`src/rtl/outmap_wr_arbiter_pkg.sv`:
```
// Shared types for the output-map write arbiter: scheduler states and the compressed word.
// Combinational definitions only.
package outmap_wr_arbiter_pkg;

    typedef enum logic [1:0] {
        ST_IDLE,
        ST_RUN,
        ST_DRAIN,
        ST_DONE
    } state_t;

    localparam int WORD_BYTES = 8;

    typedef logic [63:0] cword_t;

endpackage

```
`src/rtl/outmap_wr_arbiter_rr_arbiter.sv`:
```
// Round-robin pick: first requester at or after ptr (wrapping); combinational, zero latency.
// No backpressure of its own; the caller qualifies the grant.
module outmap_wr_arbiter_rr_arbiter #(
    parameter int NUM_CH = 4,
    localparam int IDX_W = (NUM_CH > 1) ? $clog2(NUM_CH) : 1
) (
    input  logic [NUM_CH-1:0] req,
    input  logic [IDX_W-1:0]  ptr,
    output logic [NUM_CH-1:0] gnt,
    output logic [IDX_W-1:0]  gnt_idx,
    output logic              gnt_vld
);

    logic [IDX_W-1:0] cand;

    always_comb begin
        gnt     = '0;
        gnt_idx = '0;
        gnt_vld = 1'b0;
        cand    = '0;
        for (int off = 0; off < NUM_CH; off++) begin
            cand = IDX_W'((int'(ptr) + off) % NUM_CH);
            if (!gnt_vld && req[cand]) begin
                gnt[cand] = 1'b1;
                gnt_idx   = cand;
                gnt_vld   = 1'b1;
            end
        end
    end

endmodule

```
`src/rtl/outmap_wr_arbiter.sv`:
```
// Shares one memory write port among NUM_CH compressor lanes; grant to wr_valid is 1 cycle.
// A held word stalls all grants until wr_ready; ch_ack is withheld while the register is full.
module outmap_wr_arbiter
    import outmap_wr_arbiter_pkg::*;
#(
    parameter int NUM_CH = 4,
    parameter int ADDR_W = 32,
    parameter int CNT_W  = 16
) (
    input  logic                           clk,
    input  logic                           rst_n,
    input  logic                           cfg_start,
    input  logic [NUM_CH-1:0][ADDR_W-1:0]  cfg_base_addr,
    input  logic [NUM_CH-1:0][CNT_W-1:0]   cfg_word_limit,
    input  logic [NUM_CH-1:0]              ch_req,
    input  cword_t [NUM_CH-1:0]            ch_data,
    input  logic [NUM_CH-1:0]              ch_flush,
    output logic [NUM_CH-1:0]              ch_ack,
    output logic                           wr_valid,
    output logic [ADDR_W-1:0]              wr_addr,
    output cword_t                         wr_data,
    input  logic                           wr_ready,
    output logic [NUM_CH-1:0][CNT_W-1:0]   ch_word_count,
    output logic [NUM_CH-1:0]              err_overflow,
    output logic                           busy,
    output logic                           all_done
);

    localparam int IDX_W = (NUM_CH > 1) ? $clog2(NUM_CH) : 1;

    state_t                         state_q, state_d;
    logic [NUM_CH-1:0][ADDR_W-1:0]  base_q, base_d;
    logic [NUM_CH-1:0][CNT_W-1:0]   limit_q, limit_d;
    logic [NUM_CH-1:0][CNT_W-1:0]   cnt_q, cnt_d;
    logic [NUM_CH-1:0]              flushed_q, flushed_d;
    logic [NUM_CH-1:0]              err_q, err_d;
    logic [IDX_W-1:0]               rr_ptr_q, rr_ptr_d;
    logic                           wr_valid_q, wr_valid_d;
    logic [ADDR_W-1:0]              wr_addr_q, wr_addr_d;
    cword_t                         wr_data_q, wr_data_d;

    logic [NUM_CH-1:0] below_lim;
    logic [NUM_CH-1:0] at_lim;
    logic [NUM_CH-1:0] arb_req;
    logic [NUM_CH-1:0] arb_gnt;
    logic [IDX_W-1:0]  arb_idx;
    logic              arb_vld;
    logic              cap_ok;
    logic              grant;

    always_comb begin
        below_lim = '0;
        at_lim    = '0;
        for (int i = 0; i < NUM_CH; i++) begin
            below_lim[i] = (cnt_q[i] < limit_q[i]);
            at_lim[i]    = (cnt_q[i] == limit_q[i]);
        end
    end

    // A lane flushing this cycle is still eligible: its flag only takes effect next cycle.
    assign arb_req = (state_q == ST_RUN) ? (ch_req & ~flushed_q & ~err_q & below_lim) : '0;

    outmap_wr_arbiter_rr_arbiter #(
        .NUM_CH (NUM_CH)
    ) u_rr (
        .req     (arb_req),
        .ptr     (rr_ptr_q),
        .gnt     (arb_gnt),
        .gnt_idx (arb_idx),
        .gnt_vld (arb_vld)
    );

    assign cap_ok = ~wr_valid_q | wr_ready;
    assign grant  = (state_q == ST_RUN) & cap_ok & arb_vld;
    assign ch_ack = grant ? arb_gnt : '0;

    always_comb begin
        state_d    = state_q;
        base_d     = base_q;
        limit_d    = limit_q;
        cnt_d      = cnt_q;
        flushed_d  = flushed_q;
        err_d      = err_q;
        rr_ptr_d   = rr_ptr_q;
        wr_valid_d = wr_valid_q;
        wr_addr_d  = wr_addr_q;
        wr_data_d  = wr_data_q;

        if (wr_valid_q && wr_ready) begin
            wr_valid_d = 1'b0;
        end

        case (state_q)
            ST_IDLE, ST_DONE: begin
                if (cfg_start) begin
                    state_d   = ST_RUN;
                    base_d    = cfg_base_addr;
                    limit_d   = cfg_word_limit;
                    cnt_d     = '0;
                    flushed_d = '0;
                    err_d     = '0;
                    rr_ptr_d  = '0;
                end
            end
            ST_RUN: begin
                if (grant) begin
                    wr_valid_d     = 1'b1;
                    wr_addr_d      = base_q[arb_idx]
                                   + ADDR_W'(cnt_q[arb_idx]) * ADDR_W'(WORD_BYTES);
                    wr_data_d      = ch_data[arb_idx];
                    cnt_d[arb_idx] = cnt_q[arb_idx] + CNT_W'(1);
                    rr_ptr_d       = (arb_idx == IDX_W'(NUM_CH - 1)) ? '0
                                   : arb_idx + IDX_W'(1);
                end
                err_d     = err_q | (ch_req & at_lim);
                flushed_d = flushed_q | ch_flush;
                if (&(flushed_q | err_q)) begin
                    state_d = ST_DRAIN;
                end
            end
            ST_DRAIN: begin
                if (!wr_valid_q || wr_ready) begin
                    state_d = ST_DONE;
                end
            end
            default: state_d = ST_IDLE;
        endcase
    end

    always_ff @(posedge clk or negedge rst_n) begin
        if (!rst_n) begin
            state_q    <= ST_IDLE;
            base_q     <= '0;
            limit_q    <= '0;
            cnt_q      <= '0;
            flushed_q  <= '0;
            err_q      <= '0;
            rr_ptr_q   <= '0;
            wr_valid_q <= 1'b0;
            wr_addr_q  <= '0;
            wr_data_q  <= '0;
        end else begin
            state_q    <= state_d;
            base_q     <= base_d;
            limit_q    <= limit_d;
            cnt_q      <= cnt_d;
            flushed_q  <= flushed_d;
            err_q      <= err_d;
            rr_ptr_q   <= rr_ptr_d;
            wr_valid_q <= wr_valid_d;
            wr_addr_q  <= wr_addr_d;
            wr_data_q  <= wr_data_d;
        end
    end

    assign wr_valid      = wr_valid_q;
    assign wr_addr       = wr_addr_q;
    assign wr_data       = wr_data_q;
    assign ch_word_count = cnt_q;
    assign err_overflow  = err_q;
    assign busy          = (state_q == ST_RUN) || (state_q == ST_DRAIN);
    assign all_done      = (state_q == ST_DONE);

endmodule

```
`config.mk`:
```
export PLATFORM = sky130hd
export DESIGN_NAME = outmap_wr_arbiter
export DESIGN_NICKNAME = d
export VERILOG_FILES = /design/src/rtl/outmap_wr_arbiter_pkg.sv /design/src/rtl/outmap_wr_arbiter_rr_arbiter.sv /design/src/rtl/outmap_wr_arbiter.sv
export SDC_FILE = /design/constraint.sdc
export NUM_CORES = 1
export LEC_CHECK = 0
export BUFFER_PORTS_ARGS = -buffer_cell sky130_fd_sc_hd__buf_2
export CORE_AREA = 2 2 247 249
export CTS_BUF_LIST = sky130_fd_sc_hd__clkbuf_8
export DETAILED_ROUTE_END_ITERATION = 8
export DIE_AREA = 0 0 249 251
export PLACE_DENSITY = 0.57
export SLEW_MARGIN = 20
export SYNTH_ARGS = -nofsm -noshare
export SYNTH_HDL_FRONTEND = slang
export SYNTH_HIERARCHICAL = 1
export SYNTH_SLANG_ARGS = --single-unit
```
`constraint.sdc`:
```
create_clock -name clk -period 9.95 [get_ports clk]
set_input_delay 1.4925 -clock clk [delete_from_list [all_inputs] [get_ports clk]]
set_output_delay 1.4925 -clock clk [all_outputs]
set_load 0.005 [all_outputs]
```
==> Word level (Yosys, flattened, before mapping) <==
Index checks and enable logic that the tools add are counted.
{ "totals": {"register_bits": 365, "inputBits": 460, "out_inout_bits": 171} }
{ "op_classes": {"n_addsub": 6, "order_cmp": 14, "eq_ne": 12, "mux": 56, "bitwise": 16, "n_reduce_logical": 24} }
{ "ops": {"columns": ["operator", "count"], "rows": [
  ["64-bit 2-to-1 mux", 3],
  ["64-bit binary-select mux with 2-bit select", 1],
  ["64-bit one-hot mux with 2 select lines", 1],
  ["32-bit binary-select mux with 2-bit select", 1],
  ["64-bit bitwise mux", 1],
  ["16-bit == test", 4],
  ["16-bit less-than comparator", 4],
  ["32-bit by 19-bit adder with 32-bit output", 1],
  ["16-bit binary-select mux with 2-bit select", 1],
  ["16-bit demux with 2-bit select", 1],
  ["16-bit 2-to-1 mux", 2],
  ["32-bit 2-to-1 mux", 1],
  ["4-bit 2-to-1 mux", 7],
  ["4-bit OR", 6],
  ["2-bit 2-to-1 mux", 10],
  ["16-bit by 1-bit adder with 16-bit output, second input constant", 1],
  ["4-bit AND", 4],
  ["4-bit one-hot mux with 2 select lines", 2],
  ["2-bit by 3-bit less-than comparator with 1-bit output, second input constant", 5],
  ["1-bit 2-to-1 mux", 15],
  ["2-bit by 1-bit >= comparator with 1-bit output, second input constant", 5],
  ["1-bit logical AND", 9],
  ["1-bit binary-select mux with 2-bit select", 4],
  ["1-bit demux with 2-bit select", 4],
  ["20 further kinds", 35]
]} }

==> Depth between registers and ports, before layout <==
Gate-level depths: netlist (run 1).
{ "logic_depth": {"depth_word": 24, "mapped_depth": 30} }

==> Hierarchy <==
The synthesis (run 1) kept the hierarchy.
{ "by_module_without_submodules": {"columns": ["mod", "n_inst", "cells_each", "area_per_inst_um2"], "rows": [
  ["outmap_wr_arbiter", 1, 1610, 19225.9],
  ["outmap_wr_arbiter_rr_arbiter", 1, 45, 419.2]
]} }

==> Least setup slack after synthesis (run 1) <==
No wires, ideal clock.
{ "synth_timing": {"path_kind": "input to register", "start": "input ch_req[1]", "end": "register wr_addr_q[13], in the netlist wr_addr[13]", "setup_ps": 133, "arrival_time_ps": 6586, "path_slack_ps": 3231, "cell_stages": 25, "n_path_buf": 7, "path_cell_list": "nand2_1 or4_1 a21oi_1 o21ai_0 a211oi_1 mux4_2 clkbuf_1 o21ai_0 o31ai_1 buf_6 buf_12 buf_8 buf_6 buf_4 buf_2 mux4_2 ha_1 fa_1 a21oi_1 o221a_2 o21ai_0 a21o_1 a21oi_1 xor2_1 o21ai_0"} }
{ "synth_between": {"elab_chain_cells": 19, "word_cells_on_any_way": 33, "cone_classes": "add/sub: 1; mux: 21; bitwise: 4; reduce/logical: 7"} }
{ "synth_rtl": {"columns": ["element", "line_no", "source"], "rows": [
  ["from (decl)", "outmap_wr_arbiter.sv:15", "input logic [NUM_CH-1:0] ch_req,"],
  ["4-bit AND * (3 in series)", "outmap_wr_arbiter.sv:61", "assign arb_req = (state_q == ST_RUN) ? (ch_req & ~flushed_q & ~err_q & below_lim) : '0;"],
  ["4-bit 2-to-1 mux *", "outmap_wr_arbiter.sv:61", null],
  ["via arb_req[1]", "outmap_wr_arbiter.sv:44", "logic [NUM_CH-1:0] arb_req;"],
  ["1-bit binary-select mux with 2-bit select", "outmap_wr_arbiter_rr_arbiter.sv:23", "if (!gnt_vld && req[cand]) begin"],
  ["1-bit 2-to-1 mux (not written as such)", "outmap_wr_arbiter_rr_arbiter.sv:23", null],
  ["1-bit 2-to-1 mux", "outmap_wr_arbiter_rr_arbiter.sv:23", null],
  ["1-bit zero test", "outmap_wr_arbiter_rr_arbiter.sv:23", null],
  ["1-bit logical AND", "outmap_wr_arbiter_rr_arbiter.sv:23", null],
  ["(+3 left out)", null, null],
  ["1-bit 2-to-1 mux", "outmap_wr_arbiter_rr_arbiter.sv:23", null],
  ["1-bit zero test", "outmap_wr_arbiter_rr_arbiter.sv:23", null],
  ["1-bit logical AND", "outmap_wr_arbiter_rr_arbiter.sv:23", null],
  ["2-bit 2-to-1 mux *", "outmap_wr_arbiter_rr_arbiter.sv:23", null],
  ["via arb_idx[0]", "outmap_wr_arbiter.sv:46", "logic [IDX_W-1:0] arb_idx;"],
  ["32-bit binary-select mux with 2-bit select / 16-bit binary-select mux with 2-bit select (equally long branches)", "outmap_wr_arbiter.sv:108, outmap_wr_arbiter.sv:109", null],
  ["32-bit 2-to-1 mux (not written as such) / 16-bit 2-to-1 mux (equally long branches)", "outmap_wr_arbiter.sv:108, outmap_wr_arbiter.sv:109", null],
  ["32-bit by 19-bit adder with 32-bit output *", "outmap_wr_arbiter.sv:109", "+ ADDR_W'(cnt_q[arb_idx]) * ADDR_W'(WORD_BYTES);"],
  ["to (signal assigned)", "outmap_wr_arbiter.sv:151", "wr_addr_q <= wr_addr_d;"],
  ["to (decl)", "outmap_wr_arbiter.sv:39", "logic [ADDR_W-1:0] wr_addr_q, wr_addr_d;"]
]} }
Mark *: on every way through the listed nets, which the timed path passes. The rest lies on a longest branch. The select of a mux whose other input is x is not followed.
A chain may end at the register's enable or synchronous reset.

==> Worst setup path in the final report (run 1) <==
{ "layout_timing": {"start": "register cnt_q (netlist bit ch_word_count[57])", "end": "register wr_addr_q[23], in the netlist wr_addr[23]"} }
{ "layout_between": {"elab_chain_cells": 18, "word_cells_on_any_way": 32, "cone_classes": "add/sub: 1; order compare: 1; mux: 21; bitwise: 2; reduce/logical: 7"} }
{ "layout_rtl": {"columns": ["element", "line_no", "source"], "rows": [
  ["from (decl)", "outmap_wr_arbiter.sv:34", "logic [NUM_CH-1:0][CNT_W-1:0] cnt_q, cnt_d;"],
  ["from (signal assigned)", "outmap_wr_arbiter.sv:146", "cnt_q <= cnt_d;"],
  ["16-bit less-than comparator *", "outmap_wr_arbiter.sv:55", "below_lim[i] = (cnt_q[i] < limit_q[i]);"],
  ["4-bit AND *", "outmap_wr_arbiter.sv:61", null],
  ["4-bit 2-to-1 mux *", "outmap_wr_arbiter.sv:61", null],
  ["via arb_req[3]", "outmap_wr_arbiter.sv:44", null],
  ["1-bit binary-select mux with 2-bit select", "outmap_wr_arbiter_rr_arbiter.sv:23", null],
  ["1-bit 2-to-1 mux (not written as such)", "outmap_wr_arbiter_rr_arbiter.sv:23", null],
  ["1-bit 2-to-1 mux", "outmap_wr_arbiter_rr_arbiter.sv:23", null],
  ["1-bit zero test", "outmap_wr_arbiter_rr_arbiter.sv:23", null],
  ["(+4 left out)", null, null],
  ["1-bit 2-to-1 mux", "outmap_wr_arbiter_rr_arbiter.sv:23", null],
  ["1-bit zero test", "outmap_wr_arbiter_rr_arbiter.sv:23", null],
  ["1-bit logical AND", "outmap_wr_arbiter_rr_arbiter.sv:23", null],
  ["2-bit 2-to-1 mux *", "outmap_wr_arbiter_rr_arbiter.sv:23", null],
  ["via arb_idx[0]", "outmap_wr_arbiter.sv:46", null],
  ["32-bit binary-select mux with 2-bit select / 16-bit binary-select mux with 2-bit select (equally long branches)", "outmap_wr_arbiter.sv:108, outmap_wr_arbiter.sv:109", null],
  ["32-bit 2-to-1 mux (not written as such) / 16-bit 2-to-1 mux (equally long branches)", "outmap_wr_arbiter.sv:108, outmap_wr_arbiter.sv:109", null],
  ["32-bit by 19-bit adder with 32-bit output *", "outmap_wr_arbiter.sv:109", null]
]} }
Marks and branches as above.

==> impl_metrics.ini, run 1 <==
[critical_path]
crit_arrival_ns = 7.65
criticalPathCategory = reg -> reg
critPathMaxStageDelay_ns = 0.80
endpoint_kind = register
cpMostUsedCell = o21ai_0
cp_top_family = compound AO/OA/AOI/OAI gates
r2r_slack_ns = 2.78
critPathLaunchType = register
cp_cell_sequence = ha_1 -> a21o_1 -> a21o_1 -> a21oi_1 -> nor2b_1 -> o21ai_0 -> nand2b_1 -> a311oi_1 -> mux4_1 -> and2b_2 -> o21ai_0 -> o31ai_4 -> buf_12 -> mux4_1 -> ha_1 -> fa_1 -> a21oi_1 -> o221a_2 -> o211a_1 -> o31ai_4 -> nor2b_1 -> xnor2_1 -> o21ai_0
slowest_stage = a311oi_1
cp.required_ns = 10.43
crit_buf_inv = 1
critPathMaxFanout = 116

[clock_network]
clkLatencyLatePin_ns = 0.65
cts_buffer_depth = 3
clk_pin_slew_ns = 0.06
cts_tree = yes
cts_root_buf = clkbuf_8
numCtsBuffers = 71
ctsResizeCount = 0
cts_hold_buffers = 0
cts.sinks = 365
h-tree-depth = 3
cts_setup_buffers = 0

[routing]
wl_per_cell_um = 22.2
wl_met2_um = 34800
initialDrtViolationCount = 1030
firstDrtPassIters = 5
vias = 15900
wl_met1_um = 27200
drc = 0
ant_nets = 0
vias_per_cell = 5.08
dr.max_layer_used = met5
totalWireLength_um = 69500
dr_wl_met3_um = 5140

[logic_synthesis]
synth_nets = 2210
synth_area_leaders = dfrtp_1, mux4_2, mux2_2, nand2_1, ha_1
async_flop_share = 1.00
syn_avg_cell_area_sq_um = 11.9
synth_ff_type = dfrtp_1
synth_seq_cells = 365
synth_top_cell_area_share = 0.465
syn_area_sq_mm = 0.0196
synth-edff-count = 0
seq_area_frac_synth = 0.465
synth_cell_types = 72
syn_inst = 1655
ys_warn_count = 6
synth_area_leader_cell = dfrtp_1

[sta]
setup_violations = 0
tightest_slew_ns = 1.05
fin_tns_setup_ns = 0
rsz0062_at_grt = false
clock_skew_ns = 0.0374
slew_headroom = 0.298
fmax_ghz = 0.140
min_period_ns = 7.17
drv_slew = 0
period_share = 0.720
hold_viol = 0

[floorplan]
die-area_sq_mm = 0.0625
die_height_um = 251
io_pins = 631
initial_core_util = 0.329
coreArea_sq_mm = 0.0598
placement_rows = 90
die-width_um = 249

[placement]
dpl.hpwl_um = 53100
gp_congestion = 0.958
port_buffers = 630

[layout]
final_util = 0.419
nets = 2845
drive_gt1_frac = 0.459
fillers = 5786
area_delta_synth_final_pct = 27.5

[global_route]
grt_first_pass_wirelength_um = 104000
grt_max_degree = 174
grt_pass1_vias = 16700
antenna_found_initial = 16
grt_use_total = 0.219
overflow = 0

[job]
cap_violations = 0

[pwr]
peakVddDrop_mv = 0.372
powerDensity_mw_per_mm2 = 321
p_leak_nw = 12.3

[outcome]
status = complete, no violations

[hold_path]
hold_class = reg -> reg
[area by class of cell]
| type | instances | area, sq um | share of cell area |
|---|---|---|---|
| Antenna cell | 14 | 35.0 | 0.00140 |
| Clock inverter | 29 | 225 | 0.00899 |
| Sequential cell | 365 | 9130 | 0.365 |
| Inverter | 85 | 319 | 0.0127 |
| Timing Repair Buffer | 644 | 3290 | 0.131 |
| Tap cell | 782 | 978 | 0.0391 |
| Clock buffer | 89 | 1220 | 0.0489 |
| Multi-Input combinational cell | 1123 | 9840 | 0.393 |
[final timing paths]
kind / to / cells after the start / from
worst max-delay path: wr_addr[23] / 23 / ch_word_count[57]
worst min-delay path: wr_data[46] / 2 / wr_data[46]
worst max register to register: wr_addr[23] / 23 / ch_word_count[57]
worst min register to register: wr_data[46] / 2 / wr_data[46]
max in group asynchronous: wr_data[4] / 3 / rst_n
min in group asynchronous: limit_q[60] / 1 / rst_n
[synth_stat cells, drive strengths merged, types with 17 or more instances]
library cell	count
dfrtp	365
nand2	331
mux2	195
o21ai	122
mux4	116
ha	94
inv	85
clkbuf	49
a21oi	48
buf	33
nand3	24
xnor2	23
xor2	18
nand4	17
nor2	17
[logic make-up after synthesis]
logic type,Yosys count,synth area share
compound gates,235,0.0715
xor+xnor,41,0.0196
fa+ha+maj,95,0.0609
buf+inv,167,0.0367
flops,365,0.465
mux,312,0.248
simple gates,440,0.0981
[cell usage in the layout, fill, tap and decap left out, types with 3 or more instances in the layout]
cell type / Yosys / final
buf_2: 12 / 629
dfrtp_1: 365 / 365
nand2_1: 331 / 330
mux2_2: 195 / 195
o21ai_0: 110 / 110
mux4_2: 101 / 101
inv_1: 85 / 99
ha_1: 94 / 94
clkbuf_8: 0 / 89
a21oi_1: 48 / 48
nand3_1: 23 / 22
xnor2_1: 22 / 22
xor2_1: 17 / 17
nor2_1: 16 / 16
mux4_1: 15 / 15
diode_2: 0 / 14
nand4_1: 14 / 14
a21o_1: 12 / 12
buf_4: 6 / 12
nand2b_1: 9 / 9
nor2b_1: 9 / 9
nor3_1: 9 / 9
o21a_1: 8 / 8
o21ai_1: 8 / 8
a22oi_1: 8 / 8
and2_1: 7 / 7
clkinv_2: 0 / 6
a21boi_0: 4 / 4
a32o_1: 5 / 4
o21ai_2: 4 / 4
inv_6: 0 / 3
bufinv_16: 0 / 3
[state kept, by name, summed over array words and instances (netlist names)]
signal	cells
rr_ptr_q	2
err_overflow	4
wr_data	64
base_q	128
limit_q	64
wr_addr	32
state_q	2
wr_valid	1
flushed_q	4
ch_word_count	64
[power breakdown]
group	internal, W	switching [W]
Sequential	0.00211	0.000342
Combinational	0.00189	0.00213
Clock	0.000882	0.000679
Total	0.00488	0.00315
[layer usage]
| layer | up-vias | track usage |
|---|---|---|
| met5 | - | 0 |
| met3 | 101 | 0.0604 |
| met4 | 6 | 0.0925 |
| li1 | 7208 | - |
| met2 | 584 | 0.372 |
| met1 | 8016 | 0.262 |
[tightest hold or removal path, delay by kind of cell (launching register included)]
kind | cells | cell delay [ns]
flip-flops | 1 | 0.33
AND/OR/NAND/NOR | 2 | 0.10
[metrics by stage]
stage / instance area [sq um] / setup WS, ns / std cells / total power [W] / hold slack (ns)
6_report: 25000 / 2.78 / 3131 / 0.00804 / 0.470
3_3_place_gp: 23600 / 2.60 / 2999 / 0.00645 / 0.457
5_1_grt: 25000 / 2.15 / 3128 / 0.00863 / 0.488
4_1_cts: 25000 / 2.45 / 3117 / 0.00817 / 0.472
2_1_floorplan: 19600 / 3.23 / 1655 / 0.00528 / 0.463
3_5_place_dp: 23600 / 2.30 / 2999 / 0.00655 / 0.457
(Power assumes the default switching activity.)
==> run 2, diff against run 1 <==
Settings changed: CORE_AREA 2 2 247 249 to 2 2 245 247, DIE_AREA 0 0 249 251 to 0 0 247 249, PLACE_DENSITY 0.57 to 0.6.
Clock period 9.95 ns to 6.36 ns, I/O delays scaled along.
==> run 2 against run 1 <==
Count of clock-buffer cells in the layout shrank 3. Wire length is 2.7% higher. Flip-flop and latch count unchanged. Critical path depth decreased by 1. Final cell count increased by 0.86%. Hold slack got worse by 0.20 ns. Sequential power is 57% higher. Critical path type unchanged. Largest cell class unchanged.
==> impl_metrics.ini, run 2 (same netlist as run 1, synthesis figures left out) <==
[pwr]
peakVddDrop_mv = 0.226
power_w = 0.0128
p_leak_nw = 12.5
powerDensity_mw_per_mm2 = 504

[critical_path]
r2r_slack_ns = 0.28
crit_path_end = wr_addr[23]
reg2reg_from = ch_word_count[28]
endpoint_kind = register
criticalPathCategory = reg -> reg
r2r_cells = 22
critPathLaunchType = register
crit_arrival_ns = 6.56
r2r-end = wr_addr[23]
worstSetupStartpoint = ch_word_count[28]
cp.required_ns = 6.84
critPathMaxFanout = 7

[layout]
fillers = 5628
seqCellArea_sq_mm = 0.00913
largest_reg_flops = 128
final_cell_mix = buf_2, dfrtp_1, nand2_1
final_common_cell = buf_2
final_util = 0.432
drive_gt1_frac = 0.469
nets = 2880
max_flop_register = base_q
multiInputGateArea_sq_mm = 0.00985
area_delta_synth_final_pct = 29.1

[sta]
whs_ns = 0.265
slew_headroom = 0.328
fin_tns_setup_ns = 0
fmax_ghz = 0.165
drv_slew = 0
rsz0062_at_grt = false
period_share = 0.956
min_period_ns = 6.08
clock_skew_ns = 0.0344
tightest_slew_ns = 1.01
setup_violations = 0
hold_viol = 0

[floorplan]
initial_core_util = 0.335
die_height_um = 249
coreArea_sq_mm = 0.0587
placement_rows = 89
io_pins = 631
die-width_um = 247
die-area_sq_mm = 0.0615

[clock_network]
clkLatencyLatePin_ns = 0.65
numCtsBuffers = 70
h-tree-depth = 3
cts.sinks = 365
cts_buffer_depth = 3
clk_pin_slew_ns = 0.06
cts_tree = yes
cts_root_buf = clkbuf_8

[routing]
drc = 0
wl_met1_um = 27100
wl_met2_um = 35600
firstDrtPassIters = 5
wl_per_cell_um = 22.6
dr.max_layer_used = met5
initialDrtViolationCount = 959
ant_nets = 0
totalWireLength_um = 71400
dr_wl_met3_um = 5770
vias_per_cell = 5.09
vias = 16100

[placement]
gp_congestion = 0.963
port_buffers = 630
dpl.hpwl_um = 56100

[global_route]
grt_use_total = 0.227
grt_pass1_vias = 16600
overflow = 0
grt_first_pass_wirelength_um = 104000
grt_max_degree = 139
antenna_found_initial = 11

[outcome]
status = complete, no violations

[job]
cap_violations = 0

[hold_path]
hold_class = in -> async
-- run 2: changes by cell type in the layout (fill, tap and decap cells not counted), moves of 3 or more --
cell / change
buf_12: +3
buf_4: +31
clkbuf_8: -3
diode_2: -5
inv_1: +7
o21ai_0: -3
o21ai_1: +3
-- run 2: layer usage --
metal | vias up | track usage
li1 | 7277 | -
met1 | 8036 | 0.266
met2 | 631 | 0.387
met5 | - | 0
met3 | 123 | 0.0581
met4 | 8 | 0.105
-- run 2: worst min-delay path by stage --
stage	slack, ns	to
after floorplan	0.46	wr_addr[9]
after global placement	0.45	wr_data[57]
after detailed placement	0.46	wr_data[44]
after CTS	0.27	limit_q[15]
after global routing	0.34	limit_q[57]
final	0.27	limit_q[57]
-- run 2: worst max-delay path, stage by stage, from the launching register on --
cell,delay [ns]
dfrtp_1,0.42
ha_1,0.34
nand3_1,0.19
nor3_1,0.50
o211a_1,0.24
a211oi_1,0.05
buf_4,0.19
mux4_2,0.54
and2b_2,0.27
o21ai_1,0.21
o31ai_4,0.10
buf_4,0.19
buf_4,0.13
mux4_1,0.60
ha_1,0.40
a21oi_1,0.11
o221a_2,0.30
o211a_1,0.29
o31ai_4,0.25
buf_4,0.18
nor2b_1,0.17
xnor2_1,0.14
o21ai_0,0.10
-- run 2: power by group --
part           total [W]  internal, W  switching [W]  leakage, nW
Combinational    0.00653      0.00312        0.00341         7.15
Sequential       0.00384      0.00330       0.000531         4.52
Clock            0.00242      0.00135        0.00107        0.818
-- run 2: what timing repair did --
| item | CTS | global route |
|---|---|---|
| hold buffers | 0 | 0 |
| endpoints found under the setup margin | 0 | 18 |
| resized for setup | 0 | 16 |
| buffers inserted | 0 | 9 |
-- run 2: area by class of cell --
| cell class | count | share of cell area |
|---|---|---|
| well taps | 773 | 0.0381 |
| flip-flops and latches | 365 | 0.360 |
| repair buffers | 680 | 0.142 |
| diodes | 9 | 0.000888 |
| inverters | 85 | 0.0126 |
| clock inverters | 37 | 0.0103 |
| clock buffers | 86 | 0.0467 |
| multi-input cells | 1123 | 0.389 |
-- run 2: metrics by stage --
stage	worst slack, ns	cells	cell area, sq um
after floorplan	0.0401	1655	19600
after global placement	0.275	3017	23800
after detailed placement	0.0978	3017	23800
after CTS	0.0867	3140	25200
after global routing	0.0253	3154	25300
final	0.281	3158	25400
